[src/rtl/asteroid_fall_ctrl.sv]
// Falling-asteroid controller paced by the frame tick: spawn, fall, collide or dodge, score.
// Optional ASTEROID_SPEEDUP_EN shortens the fall period every SPEEDUP_EVERY dodges.
module asteroid_fall_ctrl #(
    parameter int X_W           = 4,
    parameter int Y_W           = 6,
    parameter int Y_LAST        = 47,
    parameter int SHIP_ROW      = 44,
    parameter int FALL_DIV      = 4,
    parameter int SCORE_W       = 8,
    parameter int SPEEDUP_EVERY = 8
) (
    input  logic               cin,
    input  logic               resetn,
    input  logic               tick,
    input  logic               start,
    input  logic [X_W-1:0]     ship_x,
    output logic [X_W-1:0]     ast_x,
    output logic [Y_W-1:0]     ast_y,
    output logic               ast_active,
    output logic               hit,
    output logic               game_over,
    output logic [SCORE_W-1:0] score
);

    // state   | meaning
    // S_IDLE  | waiting for first start, asteroid hidden
    // S_SPAWN | one cycle: place asteroid at row 0, random column
    // S_FALL  | count ticks, step one row per period
    // S_OVER  | collision happened, asteroid frozen until restart

    localparam int CNT_W = $clog2(FALL_DIV + 1);

    typedef enum logic [1:0] {S_IDLE, S_SPAWN, S_FALL, S_OVER} state_t;

    generate
        if (FALL_DIV < 1 || SPEEDUP_EVERY < 1 || X_W > 8 || SHIP_ROW >= Y_LAST)
            $error("asteroid_fall_ctrl: illegal parameter combination");
    endgenerate

    state_t             state_q;
    logic [7:0]         lfsr_q, lfsr_d;
    logic [CNT_W-1:0]   tick_cnt_q;
    logic [CNT_W-1:0]   period_w;
    logic [X_W-1:0]     ast_x_q;
    logic [Y_W-1:0]     ast_y_q;
    logic               ast_active_q, hit_q, game_over_q;
    logic [SCORE_W-1:0] score_q, score_d;
    logic               step_w;

`ifdef ASTEROID_SPEEDUP_EN
    logic [CNT_W-1:0]   period_q;
    logic               speedup_w;
    assign period_w  = period_q;
    assign speedup_w = (score_q != '1) && ((32'(score_d) % SPEEDUP_EVERY) == 0);
`else
    assign period_w  = CNT_W'(FALL_DIV);
`endif

    // x^8+x^6+x^5+x^4+1; a nonzero seed keeps it out of the all-zero lockup
    assign lfsr_d  = {lfsr_q[6:0], lfsr_q[7] ^ lfsr_q[5] ^ lfsr_q[4] ^ lfsr_q[3]};
    assign score_d = (score_q == '1) ? score_q : score_q + 1'b1;
    assign step_w  = tick && (tick_cnt_q == period_w - 1'b1);

    always_ff @(posedge cin or negedge resetn) begin
        if (!resetn) begin
            state_q      <= S_IDLE;
            lfsr_q       <= 8'hA5;
            tick_cnt_q   <= '0;
            ast_x_q      <= '0;
            ast_y_q      <= '0;
            ast_active_q <= 1'b0;
            hit_q        <= 1'b0;
            game_over_q  <= 1'b0;
            score_q      <= '0;
`ifdef ASTEROID_SPEEDUP_EN
            period_q     <= CNT_W'(FALL_DIV);
`endif
        end else begin
            lfsr_q <= lfsr_d;
            hit_q  <= 1'b0;
            case (state_q)
                S_IDLE: begin
                    if (start) state_q <= S_SPAWN;
                end
                S_SPAWN: begin
                    ast_x_q      <= lfsr_q[X_W-1:0];
                    ast_y_q      <= '0;
                    ast_active_q <= 1'b1;
                    tick_cnt_q   <= '0;
                    state_q      <= S_FALL;
                end
                S_FALL: begin
                    if (step_w) begin
                        tick_cnt_q <= '0;
                        if (ast_y_q == Y_W'(SHIP_ROW) && ast_x_q == ship_x) begin
                            hit_q       <= 1'b1;
                            game_over_q <= 1'b1;
                            state_q     <= S_OVER;
                        end else if (ast_y_q == Y_W'(Y_LAST)) begin
                            score_q      <= score_d;
                            ast_active_q <= 1'b0;
                            state_q      <= S_SPAWN;
`ifdef ASTEROID_SPEEDUP_EN
                            if (speedup_w && period_q > CNT_W'(1))
                                period_q <= period_q - 1'b1;
`endif
                        end else begin
                            ast_y_q <= ast_y_q + 1'b1;
                        end
                    end else if (tick) begin
                        tick_cnt_q <= tick_cnt_q + 1'b1;
                    end
                end
                S_OVER: begin
                    if (start) begin
                        score_q     <= '0;
                        game_over_q <= 1'b0;
                        state_q     <= S_SPAWN;
`ifdef ASTEROID_SPEEDUP_EN
                        period_q    <= CNT_W'(FALL_DIV);
`endif
                    end
                end
                default: state_q <= S_IDLE;
            endcase
        end
    end

    assign ast_x      = ast_x_q;
    assign ast_y      = ast_y_q;
    assign ast_active = ast_active_q;
    assign hit        = hit_q;
    assign game_over  = game_over_q;
    assign score      = score_q;

endmodule
[config.mk]
export PLATFORM = sky130hd
export DESIGN_NAME = asteroid_fall_ctrl
export DESIGN_NICKNAME = d
export VERILOG_FILES = /design/src/rtl/asteroid_fall_ctrl.sv
export SDC_FILE = /design/constraint.sdc
export NUM_CORES = 1
export LEC_CHECK = 0
export CORE_UTILIZATION = 57
export DETAILED_ROUTE_END_ITERATION = 16
export GPL_ROUTABILITY_DRIVEN = 0
export GPL_TIMING_DRIVEN = 0
export PLACE_DENSITY = 0.93
export SETUP_SLACK_MARGIN = 0.1
export SLEW_MARGIN = 20
export SYNTH_ARGS = -nofsm -noshare
export SYNTH_HDL_FRONTEND = slang
export SYNTH_SLANG_ARGS = --single-unit
[constraint.sdc]
create_clock -name cin -period 3 [get_ports cin]
set_input_delay 0.6 -clock cin [delete_from_list [all_inputs] [get_ports cin]]
set_output_delay 0.6 -clock cin [all_outputs]
set_load 0.05 [all_outputs]
==> metrics.txt, run 1 <==
critical path class flip-flop to output port; DP Area 2208 um2; layout cells sized above 1 18.18%; post-CTS setup buffer count 0; ys flop type dfrtp_1; Via density 5.889; DR vias 1490; Worst setup EP type output port; RSZ-0062 raised after global routing no; drt pass-1 iters 4; # hold bufs at CTS 0; vias in the first global route 1412; Clock Skew 0.008017 ns; Die Height 58.98 um; max cap viols 0; syn avg cell area 10.76 um2; P_int 932.5 uW; Syn Nets 188; Static Leak 1.045 nW; WL/cell 15.90 um; fmax 0.4310 GHz; combinational share of power 43.7%; Synth Cell Area 1851 um2; Layout Nets 224; IO Pins 29; antenna diode count 0; maximum vdd drop 0.4069 mV; FP Rows 20; PortBufs 28; synthesized flop and latch total 34; Iter 0 DRT Violations 60; crit-path leading delay family buffers and inverters; CORE AREA 3078 um2; Die ar. 3479 um2; Critical Path Fanout Max 8; remaining antenna violation count 0; reg2reg path depth 7; Remaining DRCs 0; Pins Over Slew Limit 0; status completed; warnings from Yosys 0; path type of the worst min-delay path input pin to asynchronous set/reset pin; H-tree depth 2; power per cell area 678.6 nW/um2; ys async rst share 100.0%; CTS sink cnt 34; Yosys cell types 50; # setup viols final 0; setup TNS 0 ns; initial antenna violation count 0; post-synthesis cell count 172; die span in x 58.98 um; required time worst endpoint 2.40 ns; slew margin rel. 63.42%; Starting Density 60.12%; final WL 4023 um; Seq pwr share 34.8%; endpoints failing hold 0; TritonCTS buffer count 5; clock root cell clkbuf_4; clk slew on worst S/H paths 0.11 ns; cells along the critical path clkdlybuf4s50_1; Overall Global Routing Usage 25.92%; gr ovfl total 0; CTS max path bufs 2; multi-input logic area 928.4 um2; crit share post-route 77.34%; Crit. path cell count 1; largest net degree at the start of global routing 25; dpl hpwl 2961 um; CP startpoint kind flip-flop; Filler cells 220; worst stage delay on the critical path 0.86 ns; min Tclk post-route 2.320 ns; Slew @ Worst Pin 0.5470 ns; Clock Power Share 21.5%; register area 855.8 um2; Area Growth Syn to Fin 23.53%; register area share after synthesis 46.25%; TritonCTS clock tree built; # resized after CTS 0; clk_lat worst skew 0.34 ns; critical path arrival 1.72 ns; NetSw 618.6 uW; Post-synth EDFFs 0; Crit path buffers/inverters 1; net switching fraction of the power 39.88%; Final Cell Area 2286 um2; first-pass GRT wire length 6548 um; critical path's slowest cell clkdlybuf4s50_1
==> per-stage QoR <==
stage / utilization (%) / power [mW] / setup WS, ns / instances / hold WS, ns
after global placement: 71.02 / 1.170 / 0.4302 / 244 / 0.3420
after global routing: 74.27 / 1.640 / 0.6132 / 253 / 0.1170
after floorplan: - / 1.032 / 0.7397 / 172 / 0.3044
after detailed placement: 71.75 / 1.214 / 0.3304 / 245 / 0.3717
after CTS: 74.27 / 1.549 / 0.6911 / 253 / 0.1304
final: 74.27 / 1.551 / 0.6797 / 253 / 0.1311
==> sequential cells by signal, indices dropped and copies added (netlist names) <==
name        cells
ast_active      1
game_over       1
tick_cnt_q      3
state_q         2
ast_x           4
score           8
hit             1
lfsr_q          8
ast_y           6
==> path summary, 6_finish.rpt <==
path                                 startpoint                    to  slack [ns]
setup / recovery           ast_y[3]$_DFFE_PN0P_              ast_y[3]        0.68
hold / removal                           resetn  ast_y[5]$_DFFE_PN0P_        0.13
setup reg to reg           ast_y[1]$_DFFE_PN0P_  score[0]$_DFFE_PN0P_        0.82
hold reg to reg             lfsr_q[6]$_DFF_PN0_   lfsr_q[7]$_DFF_PN1_        0.39
max in group asynchronous                resetn   lfsr_q[5]$_DFF_PN1_        2.37
min in group cin            lfsr_q[6]$_DFF_PN0_   lfsr_q[7]$_DFF_PN1_        0.39
==> layout make-up <==
cell class	count	share of cell area, %
Multi-Input combinational cell	122	40.61
Sequential cell	34	37.44
Timing Repair Buffer	29	13.25
Tap cell	44	2.408
Clock inverter	3	1.752
Clock buffer	5	1.642
Inverter	10	1.642
Buffer	6	1.259
==> metal layers <==
layer	part of all wire, %	global-route usage (%)
met1	41	31.65
met2	50	42.53
met3	6.3	8.952
met4	1.9	9.524
met5	0	0
==> synth_stat cells, types with 2 or more instances <==
cell type,count,area [um2]
nor3b_1,3,22.52
a211o_1,2,17.52
nor2b_1,2,12.51
o221ai_1,2,17.52
o21ai_0,3,15.01
a22o_1,4,35.03
xnor2_1,6,52.55
nor4_1,2,12.51
mux2i_1,4,40.04
a31oi_1,3,18.77
and3_1,4,25.02
nand4_1,3,18.77
a2bb2oi_1,2,17.52
mux2_2,9,101.4
nor3_1,3,15.01
ha_1,8,100.1
dfstp_2,4,105.1
nand3_1,12,60.06
nor2_1,11,41.29
o2bb2ai_1,2,17.52
clkbuf_1,2,7.510
buf_2,2,10.01
dfrtp_1,30,750.7
inv_1,9,33.78
o22ai_1,2,12.51
a21oi_1,3,15.01
nand2_1,11,41.29
or2_2,2,12.51
==> placed cells by master (no fill, tap or decap), drive strengths merged, types with 3 or more instances in the layout <==
cell type and count:
o21ai 5, nand3 12, clkdlybuf4s50 27, buf 6
nor2 11, nor3b 3, xnor2 6, a22o 5
nand4 3, ha 8, nand2 11, nor3 4
mux2i 4, inv 9, dfrtp 30, a21oi 3
clkbuf 7, a31oi 3, clkinv 3, and3 4
mux2 9, dfstp 4
==> cell families after synthesis <==
family / count (synthesis) / synth area share, %
simple gates: 61 / 19.67
xor+xnor: 7 / 3.313
buf+inv: 16 / 3.583
fa+ha+maj: 8 / 5.409
flops: 34 / 46.25
compound gates: 33 / 14.13
mux: 13 / 7.641
==> power by group through the flow <==
| stage | combinational (mW) | sequential, mW | clock, mW |
|---|---|---|---|
| 2_1_floorplan | 0.434 | 0.598 | 0 |
| 6_report | 0.678 | 0.540 | 0.333 |
| 4_1_cts | 0.672 | 0.540 | 0.337 |
| 3_5_place_dp | 0.664 | 0.549 | 0 |
| 3_3_place_gp | 0.627 | 0.543 | 0 |
| 5_1_grt | 0.733 | 0.546 | 0.361 |
No activity file was read; power rests on OpenSTA's default activity.
==> run 2, diff against run 1 <==
--- a/config.mk
+++ b/config.mk
@@ -5,11 +5,11 @@
 export SDC_FILE = /design/constraint.sdc
 export NUM_CORES = 1
 export LEC_CHECK = 0
-export CORE_UTILIZATION = 57
+export CORE_UTILIZATION = 48
 export DETAILED_ROUTE_END_ITERATION = 16
 export GPL_ROUTABILITY_DRIVEN = 0
 export GPL_TIMING_DRIVEN = 0
-export PLACE_DENSITY = 0.93
+export PLACE_DENSITY = 0.84
 export SETUP_SLACK_MARGIN = 0.1
 export SLEW_MARGIN = 20
 export SYNTH_ARGS = -nofsm -noshare
==> constraint.sdc (replaced) <==
create_clock -name cin -period 2.09 [get_ports cin]
set_input_delay 0.418 -clock cin [delete_from_list [all_inputs] [get_ports cin]]
set_output_delay 0.418 -clock cin [all_outputs]
set_load 0.05 [all_outputs]
==> run 2 against run 1 <==
Clock power up 47%. Final cell count up 2.4%. Flip-flop and latch count unchanged. Count of clock-buffer cells in the layout up 2. Core utilization down 9.4 points. Critical path type unchanged. Critical endpoint is now ast_y[1]. Highest routed layer unchanged.
==> metrics.txt, run 2 (synthesis gave the netlist of run 1 again) <==
status completed; Total Power 2.281 mW; maximum vdd drop 0.4743 mV; first-pass GRT wire length 6210 um; cells along the critical path clkdlybuf4s50_1; Clock Skew 0.007788 ns; PortBufs 28; CTS max path bufs 2; clock root cell clkbuf_8; clk slew on worst S/H paths 0.07 ns; worst setup margin 0.1499 ns; remaining antenna violation count 0; crit share post-route 92.83%; Pins Over Slew Limit 0; R2R Setup Slk 0.16 ns; Layout Nets 226; critical path class flip-flop to output port; Starting Density 50.17%; antenna diode count 0; required time worst endpoint 1.67 ns; clk_lat worst skew 0.28 ns; Iter 0 DRT Violations 41; min Tclk post-route 1.940 ns; path type of the worst min-delay path input pin to asynchronous set/reset pin; Die ar. 4108 um2; dpl hpwl 2648 um; slew margin rel. 66.82%; die span in x 64.09 um; Crit path buffers/inverters 1; Via density 5.637; fin util 64.86%; Die Height 64.09 um; worst stage delay on the critical path 0.82 ns; largest net degree at the start of global routing 23; Overall Global Routing Usage 19.78%; FP Rows 22; critical path's slowest cell clkdlybuf4s50_1; final WL 3695 um; layout cells sized above 1 25.59%; WL/cell 14.27 um; drt pass-1 iters 4; TritonCTS buffer count 5; Slew @ Worst Pin 0.4968 ns; RSZ-0062 raised after global routing yes; max cap viols 0; H-tree depth 2; DP Worst Slack -0.3507 ns; endpoints failing hold 0; Critical Path Fanout Max 5; # setup viols final 0; commonest non-fill, non-tap cell in the layout dfrtp_1; vias in the first global route 1404; # hold bufs at CTS 0; most frequent cells in the layout dfrtp_1, clkdlybuf4s50_1, nand2_1, nor2_1, nand3_1; Worst setup EP type output port; Final Cell Area 2392 um2; fmax 0.5155 GHz; DR vias 1460; TritonCTS clock tree built; CORE AREA 3689 um2; Static Leak 1.142 nW; Min Hold Slack 0.02923 ns; Area Growth Syn to Fin 29.28%; CP startpoint kind flip-flop; power per cell area 953.4 nW/um2; DP Area 2241 um2; Remaining DRCs 0; crit-path leading delay family buffers and inverters; gr ovfl total 0; critical path arrival 1.52 ns; IO Pins 29; CTS sink cnt 34; initial antenna violation count 0
-- run 2: cell count changes in the layout (fill, tap and decap cells not counted), sizes merged --
| cell | change |
|---|---|
| buf | +1 |
| bufinv | -1 |
| clkbuf | +3 |
| clkdlybuf4s50 | -6 |
| clkinv | -1 |
| dlygate4sd2 | +1 |
| dlymetal6s2s | +5 |
-- run 2: area by class of cell --
class / instances / area (um2)
buffer: 6 / 37.54
clock buffer: 7 / 86.33
clock inverter: 1 / 5.005
fill: 307 / 1296
inverter: 10 / 37.54
multi-input combinational: 122 / 972.2
sequential: 34 / 864.6
tap: 48 / 60.06
timing repair buffer: 31 / 329.1
-- run 2: what timing repair did --
item	in CTS	in global routing
setup endpoints to repair	4	20
hold endpoints to repair	0	0
pin swaps	0	1
gates resized for setup	4	11
buffers inserted	0	2
-- run 2: metal layers --
| metal | vias to the layer above | global-route usage (%) | part of all wire [%] |
|---|---|---|---|
| li1 | 705 | - | - |
| met1 | 724 | 25.84 | 47 |
| met2 | 26 | 32.05 | 48 |
| met3 | 5 | 3.750 | 3.1 |
| met4 | 0 | 8.611 | 1.2 |
| met5 | - | 0 | 0 |
-- run 2: final timing paths --
check / endpoint / cells after the start / start
setup / recovery: ast_y[1] / 1 / ast_y[1]$_DFFE_PN0P_
hold / removal: ast_x[0]$_DFFE_PN0N_ / 1 / resetn
setup reg to reg: score[3]$_DFFE_PN0P_ / 7 / ast_y[1]$_DFFE_PN0P_
hold reg to reg: lfsr_q[7]$_DFF_PN1_ / 0 / lfsr_q[6]$_DFF_PN0_
max in group asynchronous: lfsr_q[5]$_DFF_PN1_ / 2 / resetn
min in group cin: lfsr_q[7]$_DFF_PN1_ / 0 / lfsr_q[6]$_DFF_PN0_
-- run 2: report_power, final --
part | total (mW) | leakage (nW) | switching, mW | internal [mW]
combinational | 1.01 | 0.663 | 0.593 | 0.417
sequential | 0.780 | 0.431 | 0.0605 | 0.720
clock | 0.491 | 0.0482 | 0.225 | 0.266
-- run 2: metrics by stage --
stage	cells	setup TNS, ns
floorplan	172	0
global route	259	0
CTS	257	0
finish	259	0
global placement	248	-5.700
detailed placement	249	-1.877
==> run 3, diff against run 2 <==
--- a/config.mk
+++ b/config.mk
@@ -10,6 +10,7 @@
 export GPL_ROUTABILITY_DRIVEN = 0
 export GPL_TIMING_DRIVEN = 0
 export PLACE_DENSITY = 0.84
+export REMOVE_ABC_BUFFERS = 1
 export SETUP_SLACK_MARGIN = 0.1
 export SLEW_MARGIN = 20
 export SYNTH_ARGS = -nofsm -noshare
==> run 3 against run 2 <==
Register-to-register slack worse by 0.03 ns. Wire length is 8.0% higher. Critical endpoint is now score[3]$_DFFE_PN0P_. Largest power group unchanged. Count of clock-buffer cells in the layout stayed put. Global-route usage is 1.1 points higher. Non-clock buffer count is 3 lower. Critical path depth is 4 higher.
==> metrics.txt, run 3 (synthesis gave the netlist of run 1 again) <==
DR vias 1430; most frequent cells in the layout dfrtp_1, clkdlybuf4s50_1, nand2_1, nor2_1, nand3_1; clk slew on worst S/H paths 0.07 ns; first-pass GRT wire length 6437 um; Static Leak 1.170 nW; cells along the critical path nand4b_4, o31ai_4, o21ai_4, or3_4, a211o_1; Filler cells 311; Pins Over Slew Limit 0; Via density 5.586; final WL 3989 um; CORE AREA 3689 um2; status completed; RSZ-0062 raised after global routing yes; critical path arrival 2.14 ns; TritonCTS buffer count 5; layout cells sized above 1 24.52%; register area 862.1 um2; critical register-to-register path startpoint ast_y[4]$_DFFE_PN0P_; clock root cell clkbuf_8; initial antenna violation count 0; clk_lat worst skew 0.30 ns; antenna diode count 0; FP Rows 22; Die Height 64.09 um; Area Growth Syn to Fin 29.55%; # setup viols final 0; WL/cell 15.58 um; commonest non-fill, non-tap cell in the layout dfrtp_1; Layout Nets 223; critical path class flip-flop to flip-flop; path type of the worst min-delay path input pin to asynchronous set/reset pin; required time worst endpoint 2.27 ns; H-tree depth 2; multi-input logic area 994.7 um2; Crit. Startpoint ast_y[4]$_DFFE_PN0P_; Critical Path Fanout Max 7; CP startpoint kind flip-flop; power per cell area 979.7 nW/um2; Starting Density 50.17%; PortBufs 28; TritonCTS clock tree built; dpl hpwl 2622 um; IO Pins 29; drt pass-1 iters 4; Total Power 2.349 mW; maximum vdd drop 0.6146 mV; critical path's slowest cell dfrtp_2; Iter 0 DRT Violations 105; Slew @ Worst Pin 0.5231 ns; min Tclk post-route 1.961 ns; CTS max path bufs 2; vias in the first global route 1393; gr ovfl total 0; remaining antenna violation count 0; Remaining DRCs 0; fmax 0.5100 GHz; CTS sink cnt 34; fin util 64.99%; reg2reg path depth 5; worst stage delay on the critical path 0.45 ns; Die ar. 4108 um2; endpoints failing hold 0; R2R Setup Slk 0.13 ns; Clock Skew 0.008702 ns; max cap viols 0; die span in x 64.09 um; slew margin rel. 65.07%; largest net degree at the start of global routing 24; Worst setup EP type flip-flop; crit share post-route 93.82%; Overall Global Routing Usage 20.91%; RR Endpoint score[3]$_DFFE_PN0P_
## run 3: cell types whose count changed in the layout (fill, tap and decap cells not counted), sizes merged
cell,before,now
dlygate4sd2,1,5
clkbuf,10,7
clkdlybuf4s50,21,15
dlymetal6s2s,5,7
## run 3: critical path, delay by kind of cell (launching register included)
family	cells	cell delay, ns
simple gates	2	0.65
compound gates	3	0.74
flops	1	0.45
## run 3: per-stage QoR
step	setup slack [ns]	TNS [ns]	instance area, um2	instances	hold slack, ns
final	0.1292	0	2397	256	0.05538
after global routing	0.06153	0	2397	256	0.08167
after detailed placement	-0.3679	-2.148	2185	243	0.3376
after global placement	-0.3429	-4.886	2162	242	0.3359
after floorplan	-0.1820	-0.6983	1822	166	0.1224
after CTS	0.06358	0	2326	252	0.06372
## run 3: how the worst max path moves through the flow
stage,endpoint,slack (ns),cells after the start
floorplan,score[4]$_DFFE_PN0P_,-0.18,6
global placement,score[1]$_DFFE_PN0P_,-0.34,6
detailed placement,score[1]$_DFFE_PN0P_,-0.37,6
CTS,ast_y[1],0.06,1
global route,score[3]$_DFFE_PN0P_,0.06,6
finish,score[3]$_DFFE_PN0P_,0.13,5
## run 3: layout make-up
type | count | share of cell area, %
clock buffer | 7 | 3.601
clock inverter | 1 | 0.2088
inverter | 10 | 1.566
multi-input combinational | 122 | 41.49
sequential | 34 | 35.96
tap | 48 | 2.505
timing repair buffer | 34 | 14.67
## run 3: what timing repair did
action | 4_1_cts | 5_1_grt
resized for setup | 15 | 14
endpoints found under the setup margin | 14 | 12
pin swaps | 1 | 4
setup buffers | 1 | 4
hold buffers | 0 | 0
## run 3: layer usage
| layer | track usage [%] | wire length [um] | vias to the layer above | share of wire, % |
|---|---|---|---|---|
| met3 | 5.536 | 154 | 9 | 3.9 |
| li1 | - | - | 700 | - |
| met2 | 32.71 | 1874 | 25 | 47 |
| met1 | 27.11 | 1868 | 696 | 47 |
| met4 | 9.444 | 92 | 0 | 2.3 |
| met5 | 0 | 0 | - | 0 |
## run 3: power by group
part           internal, mW  switching (mW)
clock network         0.266           0.241
registers             0.716          0.0617
logic                 0.453           0.611
